===== src/rtl/fpu_pkg.sv =====
// Shared types for the sequential floating-point add/subtract datapath.
package fpu_pkg;

  typedef enum logic [3:0] {
    EXACT     = 4'b0001,
    INEXACT   = 4'b0010,
    OVERFLOW  = 4'b0100,
    UNDERFLOW = 4'b1000
  } status_t;

  typedef enum logic [2:0] {
    IDLE,
    ALIGN,
    ADDSUB,
    NORM,
    ROUND,
    PACK
  } state_t;

  localparam logic RND_RNE = 1'b0;
  localparam logic RND_RTZ = 1'b1;

endpackage


===== src/rtl/fpu_lzc.sv =====
// Combinational leading-zero counter; an all-zero input yields N.
module fpu_lzc #(
  parameter int N = 29
) (
  input  logic [N-1:0]             din,
  output logic [$clog2(N+1)-1:0]   count
);

  localparam int CW = $clog2(N + 1);

  // Scanning upward lets the highest set bit win.
  always_comb begin
    count = CW'(N);
    for (int unsigned i = 0; i < N; i++) begin
      if (din[i]) count = CW'(N - 1 - i);
    end
  end

endmodule


===== src/rtl/fpu_addsub_seq.sv =====
// Multi-cycle floating-point adder/subtractor with start/busy/done handshake
// and guard/round/sticky rounding (RNE or RTZ).
module fpu_addsub_seq
  import fpu_pkg::*;
#(
  parameter int EXP_W = 6,
  parameter int MAN_W = 25
) (
  input  logic                   clock100KHz,
  input  logic                   reset,
  input  logic                   start,
  input  logic                   op_sub,
  input  logic                   rnd_mode,
  input  logic [EXP_W+MAN_W:0]   op_A_in,
  input  logic [EXP_W+MAN_W:0]   op_B_in,
  output logic                   busy,
  output logic                   done,
  output logic [EXP_W+MAN_W:0]   data_out,
  output logic [3:0]             status_out
);

  localparam int W    = 1 + EXP_W + MAN_W;
  localparam int MW   = MAN_W + 4;
  localparam int XW   = EXP_W + 2;
  localparam int LZW  = $clog2(MW + 1);
  localparam int BIAS = 2 ** (EXP_W - 1) - 1;
  localparam logic signed [XW-1:0] EMIN = XW'(1 - BIAS);
  localparam logic signed [XW-1:0] EOVF = XW'(2 ** EXP_W - 1);

  state_t                state;
  logic                  sa, sb, ovf_in, ovf_sign, rnd_r;
  logic [EXP_W-1:0]      ea, eb;
  logic [MW-1:0]         ma, mb;
  logic                  sx, sy;
  logic [MW-1:0]         mx, my;
  logic signed [XW-1:0]  rexp;
  logic                  rsign;
  logic [MW:0]           sum;
  logic [MW-1:0]         nm;
  logic                  uflow, zero;
  logic [MAN_W-1:0]      rman;
  logic                  inexact;

  logic [EXP_W-1:0] a_exp, b_exp;
  assign a_exp = op_A_in[W-2:MAN_W];
  assign b_exp = op_B_in[W-2:MAN_W];

  // ALIGN: larger exponent becomes X, Y is shifted right with sticky collection
  logic                  swap, xs_c, ys_c;
  logic [EXP_W-1:0]      ex_c, d;
  logic [MW-1:0]         xm_c, ym_c, ysh_c;
  logic [2*MW-1:0]       wide;

  always_comb begin
    swap = eb > ea;
    ex_c = swap ? eb : ea;
    d    = swap ? eb - ea : ea - eb;
    xm_c = swap ? mb : ma;
    ym_c = swap ? ma : mb;
    xs_c = swap ? sb : sa;
    ys_c = swap ? sa : sb;
    wide = {ym_c, {MW{1'b0}}} >> d;
    if (32'(d) > MW - 1) ysh_c = {{(MW-1){1'b0}}, |ym_c};
    else                 ysh_c = {wide[2*MW-1:MW+1], wide[MW] | (|wide[MW-1:0])};
  end

  // ADDSUB: magnitude add or larger-minus-smaller
  logic [MW:0] sum_c;
  logic        sgn_c;

  always_comb begin
    if (sx == sy) begin
      sum_c = {1'b0, mx} + {1'b0, my};
      sgn_c = sx;
    end else if (mx > my) begin
      sum_c = {1'b0, mx - my};
      sgn_c = sx;
    end else if (my > mx) begin
      sum_c = {1'b0, my - mx};
      sgn_c = sy;
    end else begin
      sum_c = '0;
      sgn_c = 1'b0;
    end
  end

  // NORM
  logic [LZW-1:0]        lz;
  logic [MW-1:0]         nm_c;
  logic signed [XW-1:0]  nexp_c;
  logic                  uf_c, zero_c;

  fpu_lzc #(.N(MW)) u_lzc (
    .din   (sum[MW-1:0]),
    .count (lz)
  );

  always_comb begin
    zero_c = (sum == '0);
    if (sum[MW]) begin
      nm_c   = {sum[MW:2], sum[1] | sum[0]};
      nexp_c = rexp + XW'(1);
    end else begin
      nm_c   = sum[MW-1:0] << lz;
      nexp_c = rexp - $signed({{(XW-LZW){1'b0}}, lz});
    end
    uf_c = !sum[MW] && !zero_c && (nexp_c < EMIN);
  end

  // ROUND
  logic                  lsb, g, r, s, inc;
  logic [MAN_W+1:0]      rm;
  logic [MAN_W-1:0]      rman_c;
  logic signed [XW-1:0]  rexp_c;

  assign {lsb, g, r, s} = nm[3:0];

  always_comb begin
    inc = 1'b0;
    case (rnd_r)
      RND_RNE: inc = g & (r | s | lsb);
      RND_RTZ: inc = 1'b0;
      default: inc = 1'b0;
    endcase
    rm = {1'b0, nm[MW-1:3]} + (MAN_W+2)'(inc);
    if (rm[MAN_W+1]) begin
      rman_c = rm[MAN_W:1];
      rexp_c = rexp + XW'(1);
    end else begin
      rman_c = rm[MAN_W-1:0];
      rexp_c = rexp;
    end
  end

  logic signed [XW-1:0] pexp;
  assign pexp = rexp + XW'(BIAS);

  always_ff @(posedge clock100KHz or negedge reset) begin
    if (!reset) begin
      state      <= IDLE;
      busy       <= 1'b0;
      done       <= 1'b0;
      data_out   <= '0;
      status_out <= '0;
      sa <= 1'b0; sb <= 1'b0; ovf_in <= 1'b0; ovf_sign <= 1'b0; rnd_r <= 1'b0;
      ea <= '0; eb <= '0; ma <= '0; mb <= '0;
      sx <= 1'b0; sy <= 1'b0; mx <= '0; my <= '0;
      rexp <= '0; rsign <= 1'b0; sum <= '0; nm <= '0;
      uflow <= 1'b0; zero <= 1'b0; rman <= '0; inexact <= 1'b0;
    end else begin
      done <= 1'b0;
      case (state)
        IDLE: begin
          if (start) begin
            busy     <= 1'b1;
            state    <= ALIGN;
            sa       <= op_A_in[W-1];
            sb       <= op_B_in[W-1] ^ op_sub;
            ea       <= a_exp;
            eb       <= b_exp;
            ma       <= (a_exp == '0) ? '0 : {1'b1, op_A_in[MAN_W-1:0], 3'b000};
            mb       <= (b_exp == '0) ? '0 : {1'b1, op_B_in[MAN_W-1:0], 3'b000};
            ovf_in   <= (&a_exp) | (&b_exp);
            ovf_sign <= (&a_exp) ? op_A_in[W-1] : (op_B_in[W-1] ^ op_sub);
            rnd_r    <= rnd_mode;
          end
        end
        ALIGN: begin
          sx    <= xs_c;
          sy    <= ys_c;
          mx    <= xm_c;
          my    <= ysh_c;
          rexp  <= $signed({2'b00, ex_c}) - XW'(BIAS);
          state <= ADDSUB;
        end
        ADDSUB: begin
          sum   <= sum_c;
          rsign <= sgn_c;
          state <= NORM;
        end
        NORM: begin
          nm    <= nm_c;
          rexp  <= nexp_c;
          uflow <= uf_c;
          zero  <= zero_c;
          state <= ROUND;
        end
        ROUND: begin
          rman    <= rman_c;
          rexp    <= rexp_c;
          inexact <= g | r | s;
          state   <= PACK;
        end
        PACK: begin
          if (ovf_in) begin
            data_out   <= {ovf_sign, {EXP_W{1'b1}}, {MAN_W{1'b0}}};
            status_out <= OVERFLOW;
          end else if (pexp >= EOVF) begin
            data_out   <= {rsign, {EXP_W{1'b1}}, {MAN_W{1'b0}}};
            status_out <= OVERFLOW;
          end else if (uflow) begin
            data_out   <= {rsign, {(W-1){1'b0}}};
            status_out <= UNDERFLOW;
          end else if (zero) begin
            data_out   <= '0;
            status_out <= EXACT;
          end else begin
            data_out   <= {rsign, pexp[EXP_W-1:0], rman};
            status_out <= inexact ? INEXACT : EXACT;
          end
          done  <= 1'b1;
          busy  <= 1'b0;
          state <= IDLE;
        end
        default: state <= IDLE;
      endcase
    end
  end

endmodule


===== config.mk =====
export PLATFORM = sky130hd
export DESIGN_NAME = fpu_addsub_seq
export DESIGN_NICKNAME = d
export VERILOG_FILES = /design/src/rtl/fpu_pkg.sv /design/src/rtl/fpu_lzc.sv /design/src/rtl/fpu_addsub_seq.sv
export SDC_FILE = /design/constraint.sdc
export NUM_CORES = 1
export LEC_CHECK = 0
export BUFFER_PORTS_ARGS = -buffer_cell sky130_fd_sc_hd__buf_4
export CORE_AREA = 2 2 188 190
export CTS_CLUSTER_SIZE = 10
export DETAILED_ROUTE_END_ITERATION = 8
export DIE_AREA = 0 0 190 192
export GPL_ROUTABILITY_DRIVEN = 1
export GPL_TIMING_DRIVEN = 0
export PLACE_DENSITY = 0.77
export SYNTH_ARGS = -nofsm -noshare
export SYNTH_HDL_FRONTEND = slang
export SYNTH_SLANG_ARGS = --single-unit

===== constraint.sdc =====
create_clock -name clock100KHz -period 5.28 [get_ports clock100KHz]
set_input_delay 0.528 -clock clock100KHz [delete_from_list [all_inputs] [get_ports clock100KHz]]
set_output_delay 0.528 -clock clock100KHz [all_outputs]
set_load 0.005 [all_outputs]

==> results.cfg <==
[global_route]
grt_usage_pct = 39.7
grt_max_degree = 123
grt_pass1_vias = 19634
grt_antenna_before_repair = 0
overflow = 0
grt_first_pass_wirelength_mm = 112

[synth]
postSynthCellCount = 2468
yosys.area.top_type = dfrtp_1
synth_top_area_share_pct = 32.6
yosys_register_bits = 263
avgSynthCellArea_um2 = 8.18
ys_seq_area_share_pct = 32.6
synth.distinct_cells = 90
syn_nets = 2642
async_flop_share_pct = 100
synth_area_leaders = dfrtp_1, nand2_1, ha_1, mux2i_1, nor2_1
synth_edf_count = 0
synth_ff_type = dfrtp_1
synthTopCellsByCount = nand2_1, dfrtp_1, nor2_1
netlist_area_mm2 = 0.0202
synth_most_common_cell = nand2_1
ys_warn_count = 0

[floorplanning]
fp.dieW_um = 190
boundaryPins = 107
die_y_um = 192
initial_core_util_pct = 58.9
fp.dieArea_mm2 = 0.0365
num_rows = 68
coreArea_mm2 = 0.0343

[timing]
setup_violations = 0
tightest_slew_ns = 0.963
period_needed_ns = 5.05
final_hold_viol_count = 0
relSlewSlack_pct = 35.3
finalWorstSetupSlack_ns = 0.226
fmax_ghz = 0.198
fin_crit_sh_pct = 95.7
rsz0062_at_grt = false
drv_slew = 0
tns_ns = 0
skew_ns = 0.0263

[place]
dp.final_hpwl_mm = 55.8
gp_congestion = 1.01
numPortBuffers = 106
post-place-ws_ns = 0.227
placed_area_mm2 = 0.0216

[drt]
drc = 0
avgRoutedWirePerCell_um = 23.7
dr.pass1.iters = 9
ant_nets = 0
wl_met1_mm = 30.0
dr_wl_met3_mm = 7.01
vias = 20665
viasPerCell = 6.71
drtIter0Drc = 2572
wl_mm = 73.0
wl_met2_mm = 32.5
top_layer = met4

[clock_tree]
numClockSinks = 263
cts_tree = done
cts_root_buf = clkbuf_16
cts_buffer_depth = 3
clk_pin_slew_ns = 0.06
cts_inserted_buffers = 34
clk_latency_ns = 0.55
htree_levels = 2
cts_setup_buffers = 0

[cells_and_area]
drive_above_1_share_pct = 9.45
area_growth_syn_to_layout_pct = 11.9
layout.nets = 2786
diodes = 0
post-route-util_pct = 65.9
fin_area_mm2 = 0.0226

[setup_path]
path_cells = clkbuf_1 > nor2_1 > a211oi_1 > o311ai_1 > a21oi_1 > nor2_2 > inv_2 > buf_1 > clkbuf_2 > ha_1 > nor2b_1 > o21ai_0 > nand2b_1 > a21o_1 > a21o_1 > nor4_1 > a21oi_1 > xnor2_1 > nand2_1 > a311o_1 > o22ai_1
critPathMaxFanout = 10
cp_slowest_cell = clkbuf_1
cp_top_family = compound AO/OA/AOI/OAI gates
required_ns = 5.75
start_kind = flop
slowest_delay_ns = 0.56
crit_path_end_kind = flop
cp.arrival_ns = 5.53
worst-path-buf-inv = 4
criticalPathCategory = reg -> reg

[worst_hold_path]
hold_path.class = in -> reg

[status]
status = finished, final reports clean

[job]
cap_violations = 0
==> worst min-delay path: stages <==
cell and delay, ns:
buf_4 0.07, nand2_1 0.04, nand2_1 0.04
==> per-layer routing <==
metal / global-route usage [%] / up-vias
li1: - / 9187
met1: 53.6 / 9986
met2: 62.6 / 1233
met3: 7.51 / 259
met4: 17.2 / 0
met5: 0 / -
==> sequential cells by signal (all words and copies together), names as in the netlist, 3 cells and up <==
register and flops:
data_out 32, sum 30, my 29, nm 29, ma 26, mb 26
mx 26, rman 25, rexp 8, ea 6, eb 6, status_out 4
state 3
==> final cells by class <==
class,instances,area (µm²)
inverters,110,413
plain buffers,174,724
multi-input cells,1920,12500
fillers,2934,11700
clock inverters,6,68.8
repair buffers,109,868
clock buffers,41,897
well taps,455,569
flip-flops and latches,263,6580
==> path summary, 6_finish.rpt <==
| path | startpoint | to | slack (ns) | cells after the start |
|---|---|---|---|---|
| setup reg to reg | sum[7] | uflow | 0.23 | 21 |
| max in group asynchronous | reset | ma[19] | 3.41 | 4 |
| hold reg to reg | ovf_sign | ovf_sign | 0.48 | 2 |
| setup / recovery | sum[7] | uflow | 0.23 | 21 |
| min in group asynchronous | reset | my[26] | 0.43 | 2 |
| hold / removal | rnd_mode | rnd_r | 0.17 | 3 |
==> cell usage in the layout, fill, tap and decap left out, types with 10 or more instances in the layout <==
| cell type | synthesis | final |
|---|---|---|
| nand2_1 | 380 | 380 |
| dfrtp_1 | 263 | 263 |
| nor2_1 | 241 | 240 |
| a21oi_1 | 166 | 166 |
| o21ai_0 | 157 | 157 |
| clkbuf_1 | 124 | 127 |
| buf_4 | 2 | 107 |
| inv_1 | 102 | 102 |
| ha_1 | 100 | 100 |
| mux2i_1 | 91 | 91 |
| nor3_1 | 56 | 56 |
| a31oi_1 | 53 | 53 |
| nand3_1 | 51 | 51 |
| xnor2_1 | 42 | 42 |
| a22o_1 | 40 | 40 |
| a221oi_1 | 34 | 34 |
| clkbuf_16 | 0 | 34 |
| mux4_2 | 33 | 33 |
| xor2_1 | 32 | 32 |
| o22ai_1 | 29 | 29 |
| o31ai_1 | 28 | 28 |
| a21o_1 | 28 | 28 |
| buf_2 | 26 | 26 |
| nor4_1 | 25 | 25 |
| nor2b_1 | 22 | 22 |
| o21bai_1 | 21 | 21 |
| a211oi_1 | 20 | 20 |
| buf_1 | 19 | 19 |
| and3_1 | 18 | 18 |
| o211ai_1 | 15 | 15 |
| o21ai_1 | 14 | 14 |
| or3_1 | 14 | 14 |
| nand2b_1 | 14 | 14 |
| nand4_1 | 12 | 12 |
| o21a_1 | 12 | 12 |
| o22a_1 | 11 | 11 |
| a2111oi_0 | 11 | 11 |
| and2_1 | 10 | 10 |
==> through the flow <==
step,hold WS (ns),cells
floorplan,0.232,2468
global placement,0.453,3029
detailed placement,0.391,3031
CTS,0.162,3079
global route,0.186,3078
finish,0.166,3078
==> kinds of logic after synthesis <==
kind of cell / count (synthesis) / synth area share (%)
AND/OR/NAND/NOR: 871 / 18.9
AO/OA/AOI/OAI: 738 / 24.2
buffers and inverters: 285 / 5.65
flip-flops: 263 / 32.6
multiplexers: 131 / 8.60
adder cells (fa/ha/maj): 105 / 6.70
XOR/XNOR: 75 / 3.35
==> repair_timing <==
action	CTS	global route
hold buffers	1	0
endpoints found under the hold margin	22	0
gates resized for setup	0	3
endpoints found under the setup margin	0	3
Power is left out: the tool's default activity adds up to more than one toggle a clock period on the data nets, which glitch-free logic cannot reach.
